`src/rtl/mem_stage_lsu_pkg.sv`:
```
// Shared definitions for the MEM-stage load/store unit.
//   - DT_* access-type encodings carried on DataTypeM
//   - lsuState_t : FSM state codes of mem_stage_lsu
//   - accSize    : collapses a DataType code to byte/half/word (unknown -> word)
//   - extendLoad : picks the addressed lane of a read word and sign/zero extends it
package mem_stage_lsu_pkg;

  localparam logic [3:0] DT_W  = 4'd1;
  localparam logic [3:0] DT_H  = 4'd2;
  localparam logic [3:0] DT_HU = 4'd3;
  localparam logic [3:0] DT_B  = 4'd4;
  localparam logic [3:0] DT_BU = 4'd5;

  typedef enum logic [1:0] {
    S_IDLE = 2'd0,
    S_REQ  = 2'd1,
    S_WAIT = 2'd2,
    S_DONE = 2'd3
  } lsuState_t;

  typedef enum logic [1:0] {
    SZ_B = 2'd0,
    SZ_H = 2'd1,
    SZ_W = 2'd2
  } accSize_t;

  function automatic accSize_t accSize(input logic [3:0] dt);
    case (dt)
      DT_H, DT_HU: return SZ_H;
      DT_B, DT_BU: return SZ_B;
      default:     return SZ_W;
    endcase
  endfunction

  function automatic logic [31:0] extendLoad(input logic [3:0] dt,
                                             input logic [1:0] lo,
                                             input logic [31:0] word);
    logic [7:0]  b;
    logic [15:0] h;
    b = word[{lo, 3'b000} +: 8];
    h = lo[1] ? word[31:16] : word[15:0];
    case (dt)
      DT_B:    return {{24{b[7]}}, b};
      DT_BU:   return {24'b0, b};
      DT_H:    return {{16{h[15]}}, h};
      DT_HU:   return {16'b0, h};
      default: return word;
    endcase
  endfunction

endpackage

```
`src/rtl/mem_stage_lsu_lane_align.sv`:
```
// lsu_lane_align: purely combinational lane steering for the LSU.
// Ports:
//   dataType   in  4   DT_* access type
//   addrLo     in  2   byte offset within the word
//   storeData  in  32  unshifted store data
//   loadWord   in  32  raw word returned by the bus
//   byteEn     out 4   byte enables for the access
//   laneData   out 32  store data replicated onto every lane it may land in
//   loadData   out 32  extracted and extended load result
//   misaligned out 1   word access off a word boundary or half off a half boundary
module lsu_lane_align
  import mem_stage_lsu_pkg::*;
(
  input  logic [3:0]  dataType,
  input  logic [1:0]  addrLo,
  input  logic [31:0] storeData,
  input  logic [31:0] loadWord,
  output logic [3:0]  byteEn,
  output logic [31:0] laneData,
  output logic [31:0] loadData,
  output logic        misaligned
);

  always_comb begin
    byteEn     = 4'b1111;
    laneData   = storeData;
    misaligned = 1'b0;
    case (accSize(dataType))
      SZ_B: begin
        byteEn   = 4'b0001 << addrLo;
        laneData = {4{storeData[7:0]}};
      end
      SZ_H: begin
        byteEn     = addrLo[1] ? 4'b1100 : 4'b0011;
        laneData   = {2{storeData[15:0]}};
        misaligned = addrLo[0];
      end
      default: begin
        misaligned = |addrLo;
      end
    endcase
  end

  assign loadData = extendLoad(dataType, addrLo, loadWord);

endmodule

```
`src/rtl/mem_stage_lsu.sv`:
```
// mem_stage_lsu: MEM-stage load/store unit driving a valid/grant/rvalid bus.
// Ports:
//   clk, reset                 clock (rising edge), synchronous active-low reset
//   MemtoRegM/MemWriteM        load / store in M (both set -> store)
//   DataTypeM, ALUResM         access type and effective byte address
//   WriteDataM, PCM, HoldM     store data, PC of M instruction, external freeze
//   BusReq/BusWe/BusAddr       request valid, write strobe, word-aligned address
//   BusBE/BusWData             byte enables and lane-shifted store data
//   BusGnt/BusRValid/BusRData  request accepted, read data valid, read word
//   ReadDataM                  registered, extended load result
//   StallM                     freezes the front pipeline while an access is open
//   ExcAdEL/ExcAdES/ExcPC      misaligned load/store pulse and faulting PC
//   BusErr                     one-cycle pulse when the bus never answers
//   StateDbg                   current FSM state (lsuState_t encoding)
// Handshake: a request is accepted in the cycle BusReq && BusGnt are both high;
// read data is accepted in the WAIT cycle (or the accepting REQ cycle of a load)
// where BusRValid is high. Address, enables and data come straight from the
// frozen M-stage inputs, so they stay stable while StallM holds the pipeline.
module mem_stage_lsu
  import mem_stage_lsu_pkg::*;
#(
  parameter int ADDR_W   = 32,
  parameter int MAX_WAIT = 255
) (
  input  logic              clk,
  input  logic              reset,
  input  logic              MemtoRegM,
  input  logic              MemWriteM,
  input  logic [3:0]        DataTypeM,
  input  logic [31:0]       ALUResM,
  input  logic [31:0]       WriteDataM,
  input  logic [31:0]       PCM,
  input  logic              HoldM,
  output logic              BusReq,
  output logic              BusWe,
  output logic [ADDR_W-1:0] BusAddr,
  output logic [3:0]        BusBE,
  output logic [31:0]       BusWData,
  input  logic              BusGnt,
  input  logic              BusRValid,
  input  logic [31:0]       BusRData,
  output logic [31:0]       ReadDataM,
  output logic              StallM,
  output logic              ExcAdEL,
  output logic              ExcAdES,
  output logic [31:0]       ExcPC,
  output logic              BusErr,
  output logic [1:0]        StateDbg
);

  lsuState_t   state;
  logic [7:0]  waitCnt;
  logic [31:0] loadData;
  logic        misaligned;
  logic        isStore, isLoad, startAcc, timeout, busy;

  lsu_lane_align uAlign (
    .dataType  (DataTypeM),
    .addrLo    (ALUResM[1:0]),
    .storeData (WriteDataM),
    .loadWord  (BusRData),
    .byteEn    (BusBE),
    .laneData  (BusWData),
    .loadData  (loadData),
    .misaligned(misaligned)
  );

  assign isStore  = MemWriteM;
  assign isLoad   = MemtoRegM & ~MemWriteM;
  assign busy     = (state == S_REQ) || (state == S_WAIT);
  assign startAcc = (state == S_IDLE) && (isStore || isLoad) && !misaligned;
  // The timeout cycle wins over a late grant/rvalid: the request is withdrawn.
  assign timeout  = busy && (waitCnt == 8'(MAX_WAIT));

  always_ff @(posedge clk) begin
    if (!reset) begin
      state     <= S_IDLE;
      ReadDataM <= 32'b0;
      waitCnt   <= 8'b0;
    end else begin
      if (busy) waitCnt <= waitCnt + 8'd1;
      case (state)
        S_IDLE: begin
          if (startAcc) begin
            state   <= S_REQ;
            waitCnt <= 8'b0;
          end
        end
        S_REQ: begin
          if (timeout) begin
            state     <= S_DONE;
            ReadDataM <= 32'b0;
          end else if (BusGnt) begin
            if (isStore) begin
              state <= S_DONE;
            end else if (BusRValid) begin
              ReadDataM <= loadData;
              state     <= S_DONE;
            end else begin
              state <= S_WAIT;
            end
          end
        end
        S_WAIT: begin
          if (timeout) begin
            state     <= S_DONE;
            ReadDataM <= 32'b0;
          end else if (BusRValid) begin
            ReadDataM <= loadData;
            state     <= S_DONE;
          end
        end
        S_DONE: begin
          // HoldM keeps the same instruction in M; stay here so it is not re-issued.
          if (!HoldM) state <= S_IDLE;
        end
        default: state <= S_IDLE;
      endcase
    end
  end

  // Control outputs are forced low while reset is asserted.
  assign BusReq   = reset && (state == S_REQ) && !timeout;
  assign StallM   = reset && (startAcc || busy);
  assign ExcAdEL  = reset && (state == S_IDLE) && isLoad && misaligned;
  assign ExcAdES  = reset && (state == S_IDLE) && isStore && misaligned;
  assign BusErr   = reset && timeout;
  assign ExcPC    = PCM;
  assign BusWe    = isStore;
  assign BusAddr  = {ALUResM[ADDR_W-1:2], 2'b00};
  assign StateDbg = state;

endmodule
```
`config.mk`:
```
export PLATFORM = sky130hd
export DESIGN_NAME = mem_stage_lsu
export DESIGN_NICKNAME = d
export VERILOG_FILES = /design/src/rtl/mem_stage_lsu_pkg.sv /design/src/rtl/mem_stage_lsu_lane_align.sv /design/src/rtl/mem_stage_lsu.sv
export SDC_FILE = /design/constraint.sdc
export NUM_CORES = 1
export LEC_CHECK = 0
export ABC_AREA = 1
export BUFFER_PORTS_ARGS = -buffer_cell sky130_fd_sc_hd__buf_4
export CORE_AREA = 2 2 107 109
export DETAILED_ROUTE_END_ITERATION = 6
export DIE_AREA = 0 0 109 111
export PLACE_DENSITY = 0.73
export SLEW_MARGIN = 20
export SYNTH_ARGS = -nofsm -noshare
export SYNTH_HDL_FRONTEND = slang
export SYNTH_SLANG_ARGS = --single-unit
```
`constraint.sdc`:
```
create_clock -name clk -period 1.9 [get_ports clk]
set_input_delay 0.19 -clock clk [delete_from_list [all_inputs] [get_ports clk]]
set_output_delay 0.19 -clock clk [all_outputs]
set_load 0.1 [all_outputs]
```
# After elaboration in Yosys (flattened, before gate mapping)
# Cells that the tools add are included.
# totals
wordCells,72
output_inout_bits,140
input_bits,139
reg_bits,42
# op_classes
n_eq_ne,14
n_shift,2
n_reduce_logical,25
addsub,1
muxes,25
bitwise,2
# ops
operator,n
$mux W32,5
$pmux W32 S2,2
$pmux W32 S4,1
$shiftx A32 B6 Y8,1
$mux W8,3
$mux W16,1
$logic_and A1 B1 Y1,12
$mux W2,6
$ne A3 B3 Y1 const B,3
$add A8 B1 Y8 const B,1
$eq A4 B2 Y1 const B,2
$eq A4 B3 Y1 const B,2
$eq A8 B8 Y1 const B,1
$pmux W2 S4,1
$pmux W4 S2,1
$reduce_or A2 Y1,3
$eq A2 B1 Y1 const B,2
$eq A2 B2 Y1 const B,2
$logic_not A2 Y1,2
$mux W4,1
$ne A2 B2 Y1 const B,2
$pmux W2 S2,1
$reduce_and A4 Y1,1
$shl A1 B2 Y4 const A,1
other kinds (8),12

# Logic depth before layout (Yosys ltp)
# Gate-level depths: netlist of the first run.
# depth
depth_word,9
mapped_depth,12
ltp_nobuf,11

# By module
# A second synthesis of the first run with hierarchy kept.
# hier_totals
cells_unflattened,708
hier_area_um2,4005.1
# by_module_without_submodules
module,seq_area_each_um2,n_inst,area_per_inst_um2,cells_each
mem_stage_lsu,840.8,1,2494.9,368
lsu_lane_align,0.0,1,1510.2,340

# Worst setup path before layout of the first run
# No wires, ideal clock.
# synth_timing
path_kind,reg2out
startpoint,register state[0] (netlist: StateDbg[0])
endpoint,output port ExcAdES
t_arrival_ps,4069
path_buffers,0
stages_incl_launch_ff,5
path_slack_ps,-2359
required_ps,1710
path_cell_list,dfxtp_1 -> inv_1 -> ha_1 -> inv_1 -> nor4_1
# synth_via
elab_chain_len,4
# synth_rtl
item,line,rtl
"start, declared",mem_stage_lsu.sv:51,lsuState_t state;
"start signal, assigned",mem_stage_lsu.sv:77,state <= S_IDLE;
"start signal, assigned",mem_stage_lsu.sv:85,state <= S_REQ;
"start signal, assigned",mem_stage_lsu.sv:91,state <= S_DONE;
$logic_not A2 Y1,mem_stage_lsu.sv:126,assign ExcAdES = reset && (state == S_IDLE) && isStore && misaligned;
$logic_and A1 B1 Y1 (3 in a row),mem_stage_lsu.sv:126,
"end, declared",mem_stage_lsu.sv:45,"output logic ExcAdES,"
# Every way passes these cells.

# Final worst setup path of the first run
# layout_timing
startpoint,register state[0] (netlist: StateDbg[0])
endpoint,output port BusReq
# layout_via
elab_chain_len,5
elab_cells_between_ends,7
classes_between,2 x eq/ne; 5 x reduce/logical
# layout_rtl
item,line,rtl
$eq A2 B1 Y1 or $eq A2 B2 Y1 (tied branches),"mem_stage_lsu.sv:70, mem_stage_lsu.sv:123",
$logic_or A1 B1 Y1,mem_stage_lsu.sv:70,assign busy = (state == S_REQ) || (state == S_WAIT);
$logic_and A1 B1 Y1,mem_stage_lsu.sv:73,assign timeout = busy && (waitCnt == 8'(MAX_WAIT));
$logic_not A1 Y1,mem_stage_lsu.sv:123,assign BusReq = reset && (state == S_REQ) && !timeout;
$logic_and A1 B1 Y1 (*),mem_stage_lsu.sv:123,
"end, declared",mem_stage_lsu.sv:34,"output logic BusReq,"
# Every way passes the cells marked *; elsewhere a longest branch is shown, timed or not.

==> impl_metrics.csv, run 1 <==
group,metric,value,unit
logic_synthesis,synth.distinct_cells,33,
global_routing,grt_pass1_vias,3752,
timing,period_share,1.01,
clock_network,clk_pin_slew,0.06,ns
logic_synthesis,postSynthCellCount,636,
drt,num_vias,3979,
timing,maxSlewViolCount,0,
placement,dp_hpwl,9620,um
drt,post-route-drc-count,0,
global_routing,grt_use_met1,0.278,
logic_synthesis,synth_seq_area_share,0.225,
status,status,"finished, violations left",
logic_synthesis,yosys_warnings,0,
placement,port_buffers,152,
setup_path,crit_arrival,1.74,ns
floorplanning,std_cell_rows,39,
clock_network,h-tree-depth,2,
floorplanning,fp.dieW,109,um
placement,pre_cts_ws,-0.0232,ns
drt,first_iter_violations,200,
power,powerDensity,1450,nW/um^2
logic_synthesis,synth.avg_cell_area,5.88,sq um
clock_network,numCtsBuffers,5,
final_layout,area_delta_synth_final,32.8,%
status,violations,"setup timing",
global_routing,grt_use_total,0.200,
timing,fin_skew,0.00486,ns
global_routing,overflow,0,
floorplanning,ioPinCount,279,
flow_run,cap_violations,0,
timing,rsz0062_at_grt,"yes",
power,power,7.21,mW
timing,fmaxAchievable,0.519,GHz
drt,totalWireLength,12300,um
clock_network,clock-sinks,42,
clock_network,cts_max_path_buffers,2,
power,ir_worst_vdd,1.12,mV
global_routing,met2_usage,0.306,
timing,setup_tns,-0.0506,ns
setup_path,cp_max_fo,4,
placement,gp_congestion,0.829,
setup_path,critPathKind,"flip-flop to output pin",
setup_path,critPathLaunchType,"flip-flop",
final_layout,fin_util,0.448,
global_routing,grt_max_degree,32,
clock_network,cts_tree,"done",
drt,via_per_inst,4.60,
final_layout,nets,867,
setup_path,end_kind,"output pin",
timing,final.setup.worst_slack,-0.0272,ns
drt,dr.pass1.iters,5,
drt,wl_per_cell,14.2,um
global_routing,gr-max-usage-layer,"met2",
timing,post-route-min-period,1.93,ns
setup_path,crit_required,1.71,ns
floorplanning,initial_core_util,0.338,
logic_synthesis,syn_area,3740,sq um
timing,setup_viol,2,
final_layout,fill_cells,1176,
floorplanning,die_y,111,um
min_path,hold_path.class,"primary input to flip-flop",
final_layout,drive_gt1_frac,0.337,
floorplanning,fp.coreArea,11100,sq um
global_routing,antenna_found_initial,0,
final_layout,diodes,0,
clock_network,clk-insertion-delay-late,0.28,ns
power,cellLeakagePower,2.72,nW
global_routing,met3_usage,0.0535,
floorplanning,die-area,12100,sq um
timing,hold_viol,0,
drt,ant_nets,0,
global_routing,grt_pass1_wl,19300,um
clock_network,cts_root_buf,"clkbuf_16",
logic_synthesis,synth_seq_cells,42,
kinds of logic (layout without fill, tap and decap cells):
logic type,Yosys count,count (layout),synth area share
buf+inv,189,274,0.277
fa+ha+maj,6,6,0.0201
other cells,1,2,0.00100
flops,42,42,0.225
simple gates,310,310,0.344
xor+xnor,4,4,0.00937
compound gates,84,84,0.123
registers in the layout (all words and copies together) (netlist names):
name / flops
ReadDataM: 32
waitCnt: 8
StateDbg: 2
cells in the mapped netlist, drive strengths merged:
cell | n | area, sq um
a21oi | 37 | 211
a31oi | 1 | 6.26
buf | 90 | 666
clkbuf | 10 | 37.5
clkinv | 1 | 3.75
conb | 1 | 3.75
dfxtp | 42 | 841
ha | 6 | 75.1
inv | 88 | 330
nand2 | 197 | 747
nand3 | 44 | 238
nand4 | 1 | 6.26
nor2 | 54 | 210
nor3 | 2 | 10.0
nor4 | 1 | 6.26
o211ai | 2 | 20.0
o21ai | 42 | 210
o21bai | 1 | 7.51
o22ai | 1 | 6.26
or2 | 11 | 68.8
xor2 | 4 | 35.0
per-layer routing:
metal	wire, um	share of wire	up-vias
li1	-	-	2042
met4	253	0.021	0
met1	5610	0.46	1751
met2	5520	0.45	150
met3	924	0.075	36
met5	0	0	-
path summary, 6_finish.rpt:
kind                     from            end  slack (ns)  depth (start not counted)
hold / removal          reset    StateDbg[1]        0.23                          3
setup reg to reg  StateDbg[0]  ReadDataM[29]        0.11                         11
hold reg to reg    waitCnt[7]     waitCnt[7]        0.48                          2
setup / recovery  StateDbg[0]         BusReq       -0.03                          9
power by group:
| group | internal (mW) | switching [mW] | total [mW] |
|---|---|---|---|
| registers | 1.18 | 0.169 | 1.35 |
| clock network | 0.595 | 0.338 | 0.933 |
| logic | 1.18 | 3.75 | 4.92 |
| total | 2.95 | 4.25 | 7.21 |
area by class of cell:
type                    instances  area, sq um  share of cell area
flip-flops and latches         42          848               0.171
well taps                     143          179              0.0360
multi-input cells             406         2020               0.407
inverters                      89          350              0.0705
clock buffers                   7          164              0.0330
repair buffers                178         1410               0.283
metrics by stage:
step                hold slack, ns  instance area [sq um]  cells
finish                       0.226                   4970    865
global route                 0.233                   4970    865
detailed placement           0.381                   4670    850
floorplan                    0.366                   3910    637
CTS                          0.223                   4900    861
global placement             0.381                   4670    850
placed cells by master (no fill, tap or decap), drive strengths merged, types with 2 or more instances in the layout:
cell and n:
nand2 197, buf 178, inv 87, nor2 54, nand3 44, dfxtp 42, o21ai 42, a21oi 37
or2 11, clkbuf 7, ha 6, xor2 4, nor3 2, conb 2, o211ai 2
critical path, cell delays in order (launching register included):
cell,delay (ns)
dfxtp_4,0.35
inv_4,0.04
ha_4,0.28
nand2_4,0.06
nor2_4,0.12
nand3_4,0.12
buf_8,0.16
nand3_4,0.06
clkinvlp_4,0.09
buf_12,0.17
timing repair:
item	CTS	global route
setup endpoints to repair	9	21
hold buffers	0	0
setup buffers	4	4
resized for setup	8	11
pin swaps	4	3
No activity file was read; power rests on OpenSTA's default activity.
==> inputs of run 2 (changes only) <==
Settings changed: CORE_AREA 2 2 107 109 to 5 5 102 114, DIE_AREA 0 0 109 111 to 0 0 107 119, PLACE_DENSITY 0.73 to 0.77, SKIP_CTS_REPAIR_TIMING from default to 1.
==> run 2 against run 1 <==
Against the previous run: the flow still finishes with violations (setup timing); sequential power barely moved; clock power rose by 4.2%; routed wire length rose by 4.9%; power rose by 3.1%; utilization rose by 4.2 points; clock skew fell by 0.0019 ns; setup slack got worse by 0.018 ns; combinational power rose by 4.1%; via count rose by 1.8%; critical path type unchanged; critical endpoint unchanged; largest cell class unchanged.
==> impl_metrics.csv, run 2 (same netlist as run 1, synthesis figures left out) <==
group,metric,value,unit
setup_path,crit_top_cell,"nand3_4",
global_routing,overflow,0,
clock_network,h-tree-depth,2,
final_layout,stdcell_area,5020,sq um
global_routing,grt_use_total,0.191,
floorplanning,die_y,119,um
floorplanning,std_cell_rows,39,
drt,first_iter_violations,213,
final_layout,fill_cells,1063,
clock_network,cts_tree,"done",
timing,final.setup.worst_slack,-0.0449,ns
timing,hold_ws,0.245,ns
drt,wl_per_cell,15.3,um
final_layout,area_delta_synth_final,34.3,%
clock_network,cts_root_buf,"clkbuf_16",
final_layout,regMostFlops,"ReadDataM",
timing,setup_tns,-0.0555,ns
clock_network,clk_pin_slew,0.06,ns
final_layout,diodes,0,
final_layout,mostFrequentLayoutCells,"buf_4 (166), nand2_1 (162), inv_1 (84)",
global_routing,grt_pass1_vias,3627,
drt,via_per_inst,4.81,
floorplanning,initial_core_util,0.365,
placement,dp.cells,827,
placement,placedInstanceArea,4600,sq um
setup_path,critPathLaunchType,"flip-flop",
setup_path,path_cells,"inv_4 -> ha_4 -> nand2_4 -> nor2_4 -> nand3_4 -> buf_8 -> nand3_4 -> clkinvlp_4 -> buf_12",
final_layout,drive_gt1_frac,0.370,
timing,maxSlewViolCount,0,
setup_path,crit_required,1.71,ns
timing,fin_skew,0.00296,ns
floorplanning,fp.dieW,107,um
drt,post-route-drc-count,0,
drt,num_vias,4051,
placement,pre_cts_ws,0.00559,ns
drt,ant_nets,0,
status,status,"finished, violations left",
power,cellLeakagePower,2.72,nW
min_path,hold_path.class,"primary input to flip-flop",
timing,rsz0062_at_grt,"yes",
timing,hold_viol,0,
setup_path,crit_arrival,1.75,ns
clock_network,clk-insertion-delay-late,0.28,ns
floorplanning,ioPinCount,279,
timing,fmaxAchievable,0.514,GHz
drt,totalWireLength,12900,um
placement,dp_hpwl,10100,um
final_layout,largest_register_ffs,32,
final_layout,nets,863,
clock_network,numCtsBuffers,5,
setup_path,cp_slowest_cell,"dfxtp_4",
clock_network,clock-sinks,42,
drt,dr.pass1.iters,5,
flow_run,cap_violations,0,
timing,period_share,1.02,
power,powerDensity,1480,nW/um^2
placement,gp_congestion,0.867,
setup_path,cp_max_fo,6,
power,power,7.43,mW
setup_path,end_kind,"output pin",
global_routing,grt_pass1_wl,19300,um
status,violations,"setup timing",
placement,port_buffers,152,
power,ir_worst_vdd,0.921,mV
setup_path,critPathKind,"flip-flop to output pin",
final_layout,fin_util,0.490,
floorplanning,die-area,12700,sq um
clock_network,cts_max_path_buffers,2,
final_layout,layout_commonest_cell,"buf_4",
final_layout,stdcell_count,842,
setup_path,slowest_delay,0.37,ns
global_routing,grt_max_degree,31,
global_routing,antenna_found_initial,0,
timing,setup_viol,3,
floorplanning,fp.coreArea,10200,sq um
timing,post-route-min-period,1.94,ns
## run 2: changes by cell type in the layout (fill, tap and decap cells not counted), sizes merged
cell / delta
buf: -5
clkinv: +1
inv: -1
clkbuf: +1
bufinv: +1
## run 2: worst paths after layout
path | start | slack, ns | cells after the start | to
max | StateDbg[1] | -0.04 | 9 | BusReq
min | reset | 0.25 | 3 | StateDbg[1]
max reg2reg | StateDbg[1] | -0.01 | 12 | ReadDataM[21]
min reg2reg | waitCnt[7] | 0.47 | 2 | waitCnt[7]
## run 2: worst max-delay path: cells and delay by family (launching register included)
kind          cells  cell delay [ns]
fa+ha+maj         1             0.30
flops             1             0.37
simple gates      4             0.34
buf+inv           4             0.46
## run 2: power breakdown
group	total [mW]	leakage, nW	internal [mW]	switching (mW)
Clock	0.972	0.0781	0.622	0.350
Combinational	5.12	2.30	1.23	3.88
Sequential	1.34	0.345	1.18	0.159
## run 2: final cells by class
cell class / instances / area [sq um] / area share
clock buffer: 7 / 133 / 0.0264
tap: 123 / 154 / 0.0306
multi-input combinational: 406 / 2110 / 0.420
inverter: 89 / 355 / 0.0707
sequential: 42 / 848 / 0.169
clock inverter: 1 / 30.0 / 0.00598
timing repair buffer: 174 / 1390 / 0.277
## run 2: routing by layer
metal,vias up,share of wire,GRT usage
met1,1789,0.44,0.257
met4,0,0.031,0.0743
li1,2034,-,-
met2,185,0.45,0.290
met3,43,0.074,0.0514
met5,-,0,0
==> inputs of run 3 (changes only) <==
Settings changed: CORE_AREA 5 5 102 114 to 5 5 104 116, DIE_AREA 0 0 107 119 to 0 0 109 121, SYNTH_HIERARCHICAL from default to 1.
==> run 3 against run 2 <==
Against the previous run: the flow still finishes with violations (setup timing); critical path depth fell by 1; non-clock buffer count rose by 8; clock-buffer cell count is 2 lower; synthesized cell count grew 11%; global-route usage up 1.5 points; sequential power is 3% lower; sequential share of layout area down 0.53 points; routed wire length rose by 9.1%.
==> impl_metrics.csv, run 3 <==
group,metric,value,unit
status,status,"finished, violations left",
status,violations,"setup timing",
flow_run,cap_violations,0,
setup_path,startpoint,"StateDbg[1]",
logic_synthesis,synth_most_common_cell,"nand2_1",
logic_synthesis,yosys-top-cells-area,"nand2_1 (30%), dfxtp_1 (21%), buf_4 (14%), nor2_1 (9.2%), nand3_1 (5.5%)",
floorplanning,ioPinCount,279,
final_layout,nets,942,
final_layout,drive_gt1_frac,0.301,
logic_synthesis,postSynthCellCount,708,
final_layout,largest_register_ffs,32,
final_layout,regMostFlops,"ReadDataM",
drt,wl_per_cell,14.9,um
floorplanning,std_cell_rows,40,
placement,dp.cells,928,
timing,slew_headroom,0.538,
placement,gp_congestion,0.877,
clock_network,cts_tree,"done",
timing,fmaxAchievable,0.524,GHz
logic_synthesis,async_flop_share,0,
logic_synthesis,synth.avg_cell_area,5.66,sq um
placement,port_buffers,152,
logic_synthesis,yosys_warnings,6,
final_layout,fill_cells,1147,
timing,hold_viol,0,
min_path,hold_start,"reset",
final_layout,mostFrequentLayoutCells,"nand2_1 (320), buf_4 (174), nor2_1 (97)",
drt,first_iter_violations,332,
setup_path,cp_slowest_cell,"dfxtp_4",
drt,via_per_inst,4.73,
setup_path,crit_required,1.71,ns
final_layout,layout_commonest_cell,"nand2_1",
timing,post-route-min-period,1.91,ns
floorplanning,fp.dieW,109,um
timing,maxSlewViolCount,0,
setup_path,r2r_start,"StateDbg[1]",
setup_path,cp_max_fo,4,
logic_synthesis,synth_top_area_frac,0.303,
final_layout,stdcell_count,946,
clock_network,cts_root_buf,"clkbuf_16",
placement,pre_cts_ws,-0.133,ns
logic_synthesis,synth_ff_type,"dfxtp_1",
setup_path,crit_arrival,1.72,ns
floorplanning,die-area,13200,sq um
timing,fin_skew,0.00908,ns
power,cellLeakagePower,2.96,nW
global_routing,antenna_found_initial,3,
logic_synthesis,synth_commonest_cells,"nand2_1 (323), nor2_1 (98), buf_4 (76)",
clock_network,clk-insertion-delay-late,0.28,ns
setup_path,end_kind,"output pin",
setup_path,slowest_delay,0.36,ns
floorplanning,die_y,121,um
clock_network,cts_max_path_buffers,2,
floorplanning,initial_core_util,0.372,
global_routing,grt_use_total,0.206,
setup_path,critPathKind,"flip-flop to output pin",
global_routing,grt_max_degree,41,
logic_synthesis,synth_area_leader_cell,"nand2_1",
timing,period_share,1.01,
min_path,hold_path.class,"primary input to flip-flop",
final_layout,stdcell_area,5190,sq um
drt,num_vias,4476,
placement,placedInstanceArea,4890,sq um
setup_path,path_cells,"inv_4 -> ha_4 -> nand2_4 -> nor2_4 -> nand3_4 -> buf_4 -> nor2_4 -> buf_12",
clock_network,clock-sinks,42,
clock_network,h-tree-depth,2,
drt,dr.pass1.iters,5,
setup_path,crit_top_cell,"nor2_4",
setup_path,critPathLaunchType,"flip-flop",
timing,setup_viol,2,
logic_synthesis,synth_seq_area_share,0.210,
clock_network,numCtsBuffers,5,
global_routing,grt_pass1_wl,21300,um
drt,ant_nets,0,
final_layout,area_delta_synth_final,29.5,%
global_routing,overflow,0,
drt,totalWireLength,14100,um
timing,final.setup.worst_slack,-0.00968,ns
global_routing,grt_pass1_vias,4097,
logic_synthesis,synth_seq_cells,42,
logic_synthesis,synth_edf_count,0,
logic_synthesis,syn_area,4010,sq um
drt,post-route-drc-count,0,
timing,rsz0062_at_grt,"yes",
final_layout,fin_util,0.482,
logic_synthesis,synth.distinct_cells,32,
clock_network,clk_pin_slew,0.06,ns
timing,tightest_slew,0.693,ns
floorplanning,fp.coreArea,10800,sq um
power,powerDensity,1320,nW/um^2
placement,dp_hpwl,11200,um
power,ir_worst_vdd,0.582,mV
-- run 3: cell count changes in the layout (fill, tap and decap cells not counted), moves of 8 or more --
cell,previous run,this run
nand3_2,3,11
nor2_1,49,97
o21ai_0,30,2
a21oi_1,19,6
inv_1,84,30
nand2_1,162,320
a21oi_2,16,1
buf_4,166,174
inv_2,0,8
nand2_2,30,3
o21ai_1,9,0
or2_2,11,2
-- run 3: through the flow --
stage | total power [mW] | hold WS [ns] | setup TNS [ns]
after floorplan | 5.46 | 0.457 | -2.77
after global placement | 5.78 | 0.381 | -0.285
after detailed placement | 5.81 | 0.381 | -0.619
after CTS | 6.79 | 0.256 | -0.499
after global routing | 7.22 | 0.275 | -0.200
final | 6.87 | 0.260 | -0.0122
-- run 3: final cells by class --
type                            instances  area [sq um]  area share
Antenna cell                            1          2.50    0.000483
Clock buffer                            5           125      0.0241
Clock inverter                          3          43.8     0.00844
Inverter                               42           174      0.0335
Multi-Input combinational cell        522          2350       0.453
Sequential cell                        42           848       0.164
Tap cell                              147           184      0.0355
Timing Repair Buffer                  182          1450       0.279
Timing Repair inverter                  2          12.5     0.00241
-- run 3: cell families (layout without fill, tap and decap cells) --
| group | count (synthesis) | count (layout) | synth area share |
|---|---|---|---|
| other | 1 | 3 | 0.000936 |
| buffers and inverters | 145 | 234 | 0.230 |
| AND/OR/NAND/NOR | 493 | 493 | 0.508 |
| AO/OA/AOI/OAI | 17 | 17 | 0.0241 |
| adder cells (fa/ha/maj) | 6 | 6 | 0.0187 |
| XOR/XNOR | 4 | 4 | 0.00875 |
| flip-flops | 42 | 42 | 0.210 |
-- run 3: power breakdown --
group          switching (mW)  total (mW)  internal (mW)
registers               0.144        1.30           1.15
logic                    3.46        4.60           1.14
clock network           0.348       0.970          0.622
total                    3.95        6.87           2.92
-- run 3: path summary, 6_finish.rpt --
check / end / slack (ns) / cells past startpoint
setup / recovery: BusErr / -0.01 / 8
hold / removal: ReadDataM[4] / 0.26 / 3
setup reg to reg: ReadDataM[11] / 0.11 / 14
hold reg to reg: ReadDataM[1] / 0.47 / 2
-- run 3: layer usage --
layer	wire, um	GRT usage	share of wire	vias up
met3	1750	0.0772	0.12	48
met4	563	0.0916	0.040	6
met1	5240	0.234	0.37	1964
li1	-	-	-	2253
met5	41	0	0.0029	-
met2	6500	0.339	0.46	205
-- run 3: critical path, delay by kind of cell (launching register included) --
kind                       cells  cell delay, ns
buffers and inverters          3            0.39
adders and majority gates      1            0.28
DFF                            1            0.36
and+or+nand+nor                4            0.41
